===== config.mk =====
export PLATFORM = sky130hd
export DESIGN_NAME = branch_ctrl
export DESIGN_NICKNAME = d
export VERILOG_FILES = /design/src/rtl/branch_ctrl.sv
export SDC_FILE = /design/constraint.sdc
export NUM_CORES = 1
export LEC_CHECK = 0
export ABC_CLOCK_PERIOD_IN_PS = 5150
export CORE_ASPECT_RATIO = 1.5
export CORE_MARGIN = 2
export CORE_UTILIZATION = 37
export CTS_BUF_LIST = sky130_fd_sc_hd__clkbuf_8 sky130_fd_sc_hd__clkbuf_16
export CTS_CLUSTER_DIAMETER = 200
export DETAILED_ROUTE_END_ITERATION = 16
export GPL_ROUTABILITY_DRIVEN = 0
export PLACE_DENSITY = 0.68
export SLEW_MARGIN = 20
export SYNTH_ARGS = -nofsm -noshare
export SYNTH_HDL_FRONTEND = slang
export SYNTH_SLANG_ARGS = --single-unit

===== constraint.sdc =====
create_clock -name clk -period 5.15 [get_ports clk]
set_clock_uncertainty 0.15 [all_clocks]
set_input_delay 1.03 -clock clk [delete_from_list [all_inputs] [get_ports clk]]
set_output_delay 1.03 -clock clk [all_outputs]
set_load 0.05 [all_outputs]

===== src/rtl/branch_ctrl.sv =====
// Branch resolution and fetch PC generation with a counted post-redirect flush window.
// Optional performance counters are enabled by defining BRANCH_CTRL_PERF_EN.
module branch_ctrl #(
  parameter logic [31:0] RESET_PC     = 32'h0000_0000,
  parameter int unsigned FLUSH_CYCLES = 2
) (
  input  logic        clk,
  input  logic        rst_n,
  input  logic        stall,
  input  logic        ex_valid,
  input  logic        ex_branch,
  input  logic        ex_jal,
  input  logic        ex_jalr,
  input  logic [2:0]  ex_funct3,
  input  logic [31:0] ex_pc,
  input  logic [31:0] ex_imm,
  input  logic [31:0] ex_rs1,
  input  logic        br_less,
  input  logic        br_equal,
  output logic        br_un,
  output logic [31:0] pc_o,
  output logic        flush_o,
  output logic        taken_o,
  output logic        misalign_o
`ifdef BRANCH_CTRL_PERF_EN
  ,
  output logic [31:0] br_cnt,
  output logic [31:0] br_taken_cnt
`endif
);

  typedef enum logic [0:0] {StRun, StFlush} state_e;

  localparam logic [2:0] FlushInit = 3'(FLUSH_CYCLES);

  state_e      state_q, state_d;
  logic [31:0] pc_q, pc_d;
  logic [2:0]  cnt_q, cnt_d;
  logic        flush_q, flush_d;
  logic        taken_q, taken_d;
  logic        mis_q, mis_d;

  logic        cond;
  logic        redirect_kind;
  logic        take;
  logic        misaligned;
  logic [31:0] base;
  logic [31:0] sum;
  logic [31:0] target;
  logic [31:0] pc_inc;

  // Unsigned compare is selected for BLTU/BGEU (funct3 11x).
  assign br_un = ex_funct3[1];

  always_comb begin
    cond = 1'b0;
    case (ex_funct3)
      3'b000:         cond = br_equal;
      3'b001:         cond = !br_equal;
      3'b100, 3'b110: cond = br_less;
      3'b101, 3'b111: cond = !br_less;
      default:        cond = 1'b0;
    endcase
  end

  always_comb begin
    base          = ex_jalr ? ex_rs1 : ex_pc;
    sum           = base + ex_imm;
    target        = ex_jalr ? {sum[31:1], 1'b0} : sum;
    misaligned    = target[1];
    redirect_kind = ex_jalr | ex_jal | (ex_branch & cond);
    take          = ex_valid & (state_q == StRun) & redirect_kind;
    pc_inc        = pc_q + 32'd4;
  end

  always_comb begin
    state_d = state_q;
    pc_d    = pc_q;
    cnt_d   = cnt_q;
    flush_d = 1'b0;
    taken_d = 1'b0;
    mis_d   = 1'b0;
    case (state_q)
      StRun: begin
        if (take && !misaligned) begin
          // Redirect wins over stall.
          pc_d    = target;
          taken_d = 1'b1;
          flush_d = 1'b1;
          cnt_d   = FlushInit;
          state_d = StFlush;
        end else begin
          if (!stall) begin
            pc_d = pc_inc;
          end
          mis_d = take & misaligned;
        end
      end
      StFlush: begin
        // EX contents are wrong-path here and deliberately ignored.
        flush_d = 1'b1;
        if (!stall) begin
          pc_d  = pc_inc;
          cnt_d = cnt_q - 3'd1;
          if (cnt_q == 3'd1) begin
            state_d = StRun;
            flush_d = 1'b0;
          end
        end
      end
      default: state_d = StRun;
    endcase
  end

  always_ff @(posedge clk) begin
    if (!rst_n) begin
      state_q <= StRun;
      pc_q    <= RESET_PC;
      cnt_q   <= 3'd0;
      flush_q <= 1'b0;
      taken_q <= 1'b0;
      mis_q   <= 1'b0;
    end else begin
      state_q <= state_d;
      pc_q    <= pc_d;
      cnt_q   <= cnt_d;
      flush_q <= flush_d;
      taken_q <= taken_d;
      mis_q   <= mis_d;
    end
  end

  assign pc_o       = pc_q;
  assign flush_o    = flush_q;
  assign taken_o    = taken_q;
  assign misalign_o = mis_q;

`ifdef BRANCH_CTRL_PERF_EN
  logic        br_seen;
  logic        br_redirect;
  logic [31:0] br_cnt_q;
  logic [31:0] br_taken_cnt_q;

  // A branch only owns the redirect when no jump of higher priority is present.
  assign br_seen     = ex_valid & ex_branch & (state_q == StRun);
  assign br_redirect = br_seen & !ex_jal & !ex_jalr & cond & !misaligned;

  always_ff @(posedge clk) begin
    if (!rst_n) begin
      br_cnt_q       <= 32'd0;
      br_taken_cnt_q <= 32'd0;
    end else begin
      if (br_seen) begin
        br_cnt_q <= br_cnt_q + 32'd1;
      end
      if (br_redirect) begin
        br_taken_cnt_q <= br_taken_cnt_q + 32'd1;
      end
    end
  end

  assign br_cnt       = br_cnt_q;
  assign br_taken_cnt = br_taken_cnt_q;
`endif

endmodule


==> summary.txt, run 1 <==
Status -> completed
Routed via count -> 4,119
Most frequent cells in the layout -> 142 x clkdlybuf4s50_1, 63 x nand2_1, 38 x dfxtp_1, 34 x ha_1, 30 x mux2_2
Primary FF master, synth -> dfxtp_1
Reg2Reg Depth -> 9
Clock slew seen by the registers of the worst setup and hold paths -> 60 ps
Reg2reg end -> pc_o[28]
Postcts setup bufs -> 0
Per-cell routed wire length -> 15.4 um
R2r setup slk -> 2750 ps
Seq/Total Area, Yosys -> 19.2%
CTS Hold Bufs -> 0
CP Capture Type -> flop
Number of H-tree levels -> 2
Distinct cells, synth -> 63
Worst-Skew Late Latency -> 280 ps
Min cycle time layout -> 4030 ps
Worst path required time -> 5190 ps
Worst Path Max Fanout -> 19
Pre-CTS setup slack -> 849 ps
Worst setup SP type -> input pin
Post-route ant nets -> 0
Vias in the first global route -> 3,951
Beginning of the worst hold path -> pc_o[0]
Diodes inserted -> 0
Worst r2r src -> pc_o[2]
PostCTS Resize Cnt -> 0
Most common cell after layout, fill and taps aside -> clkdlybuf4s50_1
Pwr Total -> 0.00134 W
Die height -> 131 um
Synthesized area -> 3970 sq um
Yosys warns -> 0
Syn nets -> 632
Clock Path Buffers -> 2
Pwr per Cell Area -> 237 nW/um^2
HPWL after DPL -> 9520 um
IO Pins -> 144
DRC Markers -> 0
Mean Syn Cell Area -> 8.11 sq um
Num CTS Buffers -> 5
Initial antenna violation count -> 0
GRT overflow -> 0
WP data arrival -> 4070 ps
Crit share post-route -> 78.3%
Critical path type -> input pin to flop
Leakage Power -> 2.34 nW
Routed Wire Length -> 11,800 um
Hold Path Sink -> pc_o[0]
Setup Viol. Count Final -> 0
Row count -> 46
Area growth from synthesis to layout -> 42.3%
Fraction of layout cells with a size suffix above 1 -> 9.84%
Via density -> 5.39
Initial Util -> 37.7%
Hold depth -> 2
Largest net degree at the start of global routing -> 36
Worst vdd ir -> 140 uV
Gr usage total -> 19.8%
Post-Syn Instances -> 489
MaxCap Viol Count -> 0
Fin nets -> 763
Flops & latches, synth -> 38
Die width -> 88.5 um
RSZ-0062 raised after global routing -> no
Input/output buffers -> 143
Slew at the pin closest to its max-slew limit -> 571 ps
Relative slew slack -> 61.8%
CTS sink count -> 38
HP Class -> flop to flop
Final max-slew violation count -> 0
CTS tree -> yes
First-pass GRT wire length -> 18,200 um
Max Clk Rate -> 248 MHz
Core Area -> 10,500 sq um
Setup slack after layout -> 1120 ps
DR pass1 iterations -> 4
Sum Neg Setup Slack -> 0 ps
Clk root buf -> clkbuf_16
Post-synth ARST share -> 0%
Final Hold Viols -> 0
Initial DRC Count -> 203
Die ar. -> 11,600 sq um
EDFF count, synth -> 0
critical path: stages:
cell,delay [ps]
buf_2,370
mux2_2,240
ha_1,180
inv_1,60
fa_1,370
nand2b_1,200
a21oi_2,280
o211ai_4,160
a211oi_2,260
nor3b_2,100
nor4_1,430
nor3_1,110
o32ai_1,270
layer usage:
layer	vias to the layer above	GRT usage, %	wire length (um)
met2	99	38.0	6450
met5	-	0	0
met1	1949	21.1	4530
li1	2044	-	-
met4	0	8.29	385
met3	27	2.51	420
kinds of logic after synthesis:
group | share of synthesized area (%)
adders and majority gates | 11.2
DFF | 19.2
and+or+nand+nor | 20.4
AOI/OAI and AO/OA | 23.6
muxes | 9.53
buffers and inverters | 3.88
xor gates and xnor gates | 12.1
worst max-delay path by stage:
stage	slack (ps)	from	endpoint	cells past startpoint
final	1120	ex_jalr	pc_o[30]	13
after global routing	890	ex_jalr	pc_o[30]	13
after CTS	1110	ex_jalr	pc_o[30]	13
after detailed placement	850	ex_jalr	pc_o[30]	13
after global placement	950	ex_jalr	pc_o[28]	13
after floorplan	980	ex_jalr	pc_o[28]	14
flip-flops by register name, indices dropped and copies added (netlist names):
name,cells
pc_o,32
cnt_q,3
flush_o,1
misalign_o,1
taken_o,1
metrics by stage:
stage	util, %	cell area [sq um]	hold WS (ps)	cells
5_1_grt	53.6	5640	351	764
3_3_place_gp	52.3	5510	303	757
3_5_place_dp	52.3	5510	310	757
2_1_floorplan	-	3970	329	489
6_report	53.6	5640	314	764
4_1_cts	53.6	5640	318	764
cell type report:
type / instances / area [sq um]
Clock inverter: 2 / 10.0
Clock buffer: 5 / 125
Inverter: 16 / 60.1
Tap cell: 144 / 180
Sequential cell: 38 / 761
Multi-Input combinational cell: 412 / 3050
Timing Repair Buffer: 147 / 1460
Fill cell: 992 / 4890
power by group:
group,leakage [nW],total (W),switching (W),internal (W)
Combinational,1.96,0.000673,0.000370,0.000303
Clock,0.0694,0.000295,0.000120,0.000175
Sequential,0.311,0.000368,0.0000404,0.000328
cell usage after synthesis (4+ instances only):
cell type | instances | area share [%]
a21o_1 | 19 | 3.6
a21oi_1 | 29 | 3.7
a31oi_1 | 4 | 0.63
and3_1 | 14 | 2.2
clkbuf_1 | 16 | 1.5
dfxtp_1 | 38 | 19
ha_1 | 34 | 11
inv_1 | 16 | 1.5
mux2_2 | 30 | 8.5
mux2i_1 | 4 | 1.0
nand2_1 | 63 | 6.0
nand2b_1 | 6 | 0.95
nand3_1 | 19 | 2.4
nand4_1 | 12 | 1.9
nor2_1 | 22 | 2.1
nor2b_1 | 4 | 0.63
o211a_1 | 10 | 2.5
o21ai_0 | 13 | 1.6
o21ai_1 | 5 | 0.63
o22ai_1 | 6 | 0.95
xnor2_1 | 28 | 6.2
xor2_1 | 27 | 6.0
(Power assumes the default switching activity.)
==> inputs of run 2 (changes only) <==
--- a/config.mk
+++ b/config.mk
@@ -5,7 +5,7 @@
 export SDC_FILE = /design/constraint.sdc
 export NUM_CORES = 1
 export LEC_CHECK = 0
-export ABC_CLOCK_PERIOD_IN_PS = 5150
+export ABC_CLOCK_PERIOD_IN_PS = 3900
 export CORE_ASPECT_RATIO = 1.5
 export CORE_MARGIN = 2
 export CORE_UTILIZATION = 37
==> constraint.sdc (replaced) <==
create_clock -name clk -period 3.9 [get_ports clk]
set_clock_uncertainty 0.15 [all_clocks]
set_input_delay 0.78 -clock clk [delete_from_list [all_inputs] [get_ports clk]]
set_output_delay 0.78 -clock clk [all_outputs]
set_load 0.05 [all_outputs]
==> summary.txt, run 2 (same netlist as run 1, synthesis figures left out) <==
Status -> completed
Via density -> 5.32
CTS Hold Bufs -> 0
Initial DRC Count -> 167
Pwr per Cell Area -> 307 nW/um^2
Worst Path Max Fanout -> 4
Die width -> 88.5 um
CTS sink count -> 38
Sum Neg Setup Slack -> 0 ps
Fraction of layout cells with a size suffix above 1 -> 11.1%
Postcts setup bufs -> 0
HP Class -> flop to flop
Most common cell after layout, fill and taps aside -> clkdlybuf4s50_1
Pre-CTS setup slack -> -41.2 ps
IO Pins -> 144
Vias in the first global route -> 4,153
Relative slew slack -> 62.4%
CTS tree -> yes
Max incr delay on CP -> 460 ps
RSZ-0062 raised after global routing -> no
Min cycle time layout -> 3600 ps
Die height -> 131 um
Final max-slew violation count -> 0
Gr usage total -> 19.5%
Initial antenna violation count -> 0
Setup Viol. Count Final -> 0
CP Capture Type -> flop
Fin nets -> 774
GRT overflow -> 0
GRT busiest layer -> met2
Max reg flops -> 32
DR pass1 iterations -> 4
Worst vdd ir -> 200 uV
MaxCap Viol Count -> 0
WP data arrival -> 3630 ps
Routed via count -> 4,122
Initial Util -> 37.7%
Num CTS Buffers -> 5
Max Clk Rate -> 278 MHz
CP cell instances -> clkdlybuf4s50_1 > mux2_2 > ha_1 > inv_1 > fa_1 > nand2b_1 > a21oi_4 > o211ai_4 > a211oi_2 > nor3b_2 > nor4_1 > nor3_1 > o32ai_1
Input/output buffers -> 143
Grt met3 use -> 2.01%
Final Hold Viols -> 0
Final Instance Count excl. Fillers -> 775
DP Area -> 5600 sq um
M1 GR Usage -> 20.8%
Post-route ant nets -> 0
Largest net degree at the start of global routing -> 22
Clock Path Buffers -> 2
Critical path type -> input pin to flop
Routed Wire Length -> 11,500 um
Setup slack after layout -> 297 ps
Crit share post-route -> 92.4%
Die ar. -> 11,600 sq um
Worst-Skew Late Latency -> 280 ps
Grt met2 use -> 38.3%
HPWL after DPL -> 9590 um
Diodes inserted -> 0
Core Area -> 10,500 sq um
Worst setup SP type -> input pin
Clock slew seen by the registers of the worst setup and hold paths -> 50 ps
Row count -> 46
Number of H-tree levels -> 2
DRC Markers -> 0
Slew at the pin closest to its max-slew limit -> 559 ps
Per-cell routed wire length -> 14.8 um
Clk root buf -> clkbuf_16
Slowest library cell on the worst path -> clkdlybuf4s50_1
Final instance area -> 5740 sq um
First-pass GRT wire length -> 18,100 um
Most frequent cells in the layout -> 142 x clkdlybuf4s50_1, 63 x nand2_1, 38 x dfxtp_1, 34 x ha_1, 30 x mux2_2
Worst path required time -> 3930 ps
Dpl cells -> 768
Area growth from synthesis to layout -> 44.8%
Leakage Power -> 2.40 nW
run 2: power breakdown:
part	switching (W)	internal [W]	total, W	leakage [nW]
Sequential	0.0000526	0.000433	0.000485	0.311
Combinational	0.000487	0.000416	0.000903	2.02
Clock	0.000149	0.000229	0.000378	0.0723
run 2: repair_timing:
item                                    CTS  global route
endpoints found under the hold margin     0             0
endpoints found under the setup margin    0             1
resized for setup                         0             1
run 2: routing by layer:
metal / routed length, um / part of all wire, %
met5: 0 / 0
met4: 396 / 3.4
met3: 452 / 3.9
met2: 6300 / 55
met1: 4350 / 38
run 2: critical path, delay by kind of cell:
| family | cells | cell delay, ps |
|---|---|---|
| mux | 1 | 140 |
| simple gates | 4 | 760 |
| compound gates | 4 | 890 |
| buf+inv | 2 | 520 |
| fa+ha+maj | 2 | 530 |
run 2: worst paths after layout:
| path | startpoint | end | slack [ps] | depth (start not counted) |
|---|---|---|---|---|
| worst max-delay path | ex_rs1[0] | pc_o[30] | 300 | 13 |
| worst max register to register | pc_o[5] | pc_o[31] | 1440 | 8 |
| worst min register to register | pc_o[0] | pc_o[0] | 320 | 2 |
| worst min-delay path | pc_o[0] | pc_o[0] | 320 | 2 |
run 2: metrics by stage:
step | hold slack [ps] | util [%] | power [W]
after floorplan | 329 | - | 0.00107
after global placement | 300 | 53.2 | 0.00138
after detailed placement | 316 | 53.2 | 0.00139
after CTS | 324 | 54.5 | 0.00177
after global routing | 337 | 54.5 | 0.00187
final | 320 | 54.5 | 0.00177
run 2: layout make-up:
cell class / count / area [sq um]
fillers: 1018 / 4790
multi-input cells: 412 / 3060
repair buffers: 158 / 1550
flip-flops and latches: 38 / 761
well taps: 144 / 180
clock buffers: 5 / 125
inverters: 16 / 60.1
clock inverters: 2 / 7.51
==> inputs of run 3 (changes only) <==
--- a/config.mk
+++ b/config.mk
@@ -5,7 +5,7 @@
 export SDC_FILE = /design/constraint.sdc
 export NUM_CORES = 1
 export LEC_CHECK = 0
-export ABC_CLOCK_PERIOD_IN_PS = 3900
+export ABC_AREA = 1
 export CORE_ASPECT_RATIO = 1.5
 export CORE_MARGIN = 2
 export CORE_UTILIZATION = 37
@@ -13,7 +13,7 @@
 export CTS_CLUSTER_DIAMETER = 200
 export DETAILED_ROUTE_END_ITERATION = 16
 export GPL_ROUTABILITY_DRIVEN = 0
-export PLACE_DENSITY = 0.68
+export PLACE_DENSITY = 0.65
 export SLEW_MARGIN = 20
 export SYNTH_ARGS = -nofsm -noshare
 export SYNTH_HDL_FRONTEND = slang
==> summary.txt, run 3 <==
Input/output buffers -> 143
Worst r2r src -> pc_o[2]
Num CTS Buffers -> 5
Seq/Total Area, Yosys -> 15.6%
MaxCap Viol Count -> 0
Relative slew slack -> 63.9%
Most frequent cells after synthesis -> 366 x nand2_1, 128 x inv_1, 81 x nor2_1
Slowest library cell on the worst path -> clkdlybuf4s50_1
Most frequent cells in the layout -> 366 x nand2_1, 143 x clkdlybuf4s50_1, 128 x inv_1, 81 x nor2_1, 57 x nand3_1
Min cycle time layout -> 3420 ps
Fin nets -> 1,181
Post-synth ARST share -> 0%
Die width -> 97.8 um
Mean Syn Cell Area -> 5.44 sq um
Core Area -> 13,000 sq um
Largest net degree at the start of global routing -> 34
Pwr per Cell Area -> 299 nW/um^2
Adder-cell area share of the yosys netlist -> 9.12%
Synth area leader -> nand2_1
Yosys top cell area share -> 28.1%
Hold depth -> 2
Max incr delay on CP -> 460 ps
CTS Hold Bufs -> 0
Max Clk Rate -> 293 MHz
DP Area -> 6480 sq um
Beginning of the worst hold path -> pc_o[1]
R2r setup slk -> 1910 ps
Synth top area cells -> nand2_1 28%, dfxtp_1 16%, inv_1 9.8%
CTS tree -> yes
Row count -> 51
Setup Viol. Count Final -> 0
Post-route ant nets -> 0
Postcts setup bufs -> 0
Yosys warns -> 0
Combinational family with the most area after synthesis -> simple AND/OR/NAND/NOR gates
HP Class -> flop to flop
Routed Wire Length -> 15,200 um
Initial DRC Count -> 241
Primary FF master, synth -> dfxtp_1
Sum Neg Setup Slack -> 0 ps
DRC Markers -> 0
Via density -> 4.83
Die height -> 145 um
Gr usage total -> 21.6%
Worst vdd ir -> 171 uV
Diodes inserted -> 0
Per-cell routed wire length -> 12.7 um
Max reg flops -> 32
Top-count cell post-synth -> nand2_1
Layout fillers -> 1,393
Clock slew seen by the registers of the worst setup and hold paths -> 60 ps
Most common cell after layout, fill and taps aside -> nand2_1
Reg2Reg Depth -> 10
HPWL after DPL -> 13,100 um
Slew at the pin closest to its max-slew limit -> 539 ps
EDFF count, synth -> 0
PostCTS Resize Cnt -> 0
Worst path required time -> 3920 ps
Fraction of layout cells with a size suffix above 1 -> 3.85%
IO Pins -> 144
Mux contribution to synthesized area -> 0.205%
Post-Syn Instances -> 898
Leakage Power -> 3.36 nW
CTS sink count -> 38
Worst Path Max Fanout -> 31
Synthesized area -> 4880 sq um
Final Hold Viols -> 0
Area share of and/or/nand/nor cells after synthesis -> 48.2%
Crit share post-route -> 87.6%
Initial Util -> 37.7%
Clock Path Buffers -> 2
First-pass GRT wire length -> 25,100 um
DR pass1 iterations -> 5
Finished Core Util -> 51.6%
WP data arrival -> 3440 ps
Die ar. -> 14,200 sq um
Routed via count -> 5,783
GRT overflow -> 0
Reg2reg end -> pc_o[28]
Syn nets -> 1,041
Hold Path Sink -> pc_o[1]
CP Capture Type -> flop
Area growth from synthesis to layout -> 36.8%
Distinct cells, synth -> 38
Worst-Skew Late Latency -> 280 ps
RSZ-0062 raised after global routing -> no
Worst setup SP type -> input pin
Status -> completed
CP cell instances -> clkdlybuf4s50_1 > inv_1 > buf_12 > nand2_1 > nand2_1 > ha_1 > inv_1 > fa_1 > o21ai_2 > nand2_1 > nand2_1 > nand2_1 > nand2_1 > nand2_1 > nand3_1 > nand2_1 > nor2_1 > nor2_1
Critical path type -> input pin to flop
Vias in the first global route -> 5,531
Clk root buf -> clkbuf_16
Synth Area in Compound Gates -> 10.1%
Flops & latches, synth -> 38
Most frequent CP cell -> nand2_1
XOR/XNOR Fraction of Synth Area -> 4.48%
Final instance area -> 6680 sq um
Final max-slew violation count -> 0
Number of H-tree levels -> 2
Initial antenna violation count -> 0
run 3: kinds of logic (layout without fill, tap and decap cells):
| logic type | Yosys count | count (layout) |
|---|---|---|
| and+or+nand+nor | 560 | 560 |
| AOI/OAI and AO/OA | 91 | 91 |
| adders and majority gates | 35 | 35 |
| DFF | 38 | 38 |
| muxes | 1 | 1 |
| xor gates and xnor gates | 25 | 25 |
| buffers and inverters | 148 | 289 |
run 3: layout make-up:
| type | instances | area (sq um) | area share [%] |
|---|---|---|---|
| clock buffer | 6 | 139 | 2.08 |
| clock inverter | 2 | 60.1 | 0.899 |
| inverter | 130 | 488 | 7.30 |
| multi-input combinational | 712 | 3520 | 52.7 |
| sequential | 38 | 761 | 11.4 |
| tap | 159 | 199 | 2.98 |
| timing repair buffer | 151 | 1520 | 22.7 |
run 3: worst max path at each step:
stage | startpoint | endpoint | slack (ps) | depth (start not counted)
final | ex_jalr | pc_o[22] | 480 | 18
after global routing | ex_jalr | pc_o[22] | 220 | 18
after CTS | ex_jalr | pc_o[22] | 500 | 18
after detailed placement | ex_jalr | pc_o[22] | 210 | 18
after global placement | ex_jalr | pc_o[22] | 300 | 18
after floorplan | ex_jalr | pc_o[28] | 780 | 18
run 3: critical path: cells and delay by family:
family / cells / cell delay, ps
AND/OR/NAND/NOR: 11 / 910
buffers and inverters: 4 / 860
adder cells (fa/ha/maj): 2 / 610
AO/OA/AOI/OAI: 1 / 260
run 3: per-layer routing:
metal  vias up  GRT usage, %  wire length (um)
met5         -             0                 0
met4         0          9.36               495
met2       170          40.8              7760
li1       3089             -                 -
met1      2492          25.2              6350
met3        32          1.15               599
run 3: through the flow:
stage	hold slack, ps	setup WS (ps)	instances	power, W
final	274	482	1198	0.00200
after global routing	306	216	1198	0.00213
after CTS	278	497	1198	0.00201
after detailed placement	271	208	1190	0.00146
after global placement	263	302	1190	0.00146
after floorplan	311	780	898	0.00112
run 3: where the power goes:
| group | internal [W] | total [W] | switching (W) |
|---|---|---|---|
| combinational | 0.000383 | 0.000960 | 0.000577 |
| sequential | 0.000435 | 0.000495 | 0.0000606 |
| clock | 0.000384 | 0.000541 | 0.000158 |
| total | 0.00120 | 0.00200 | 0.000795 |
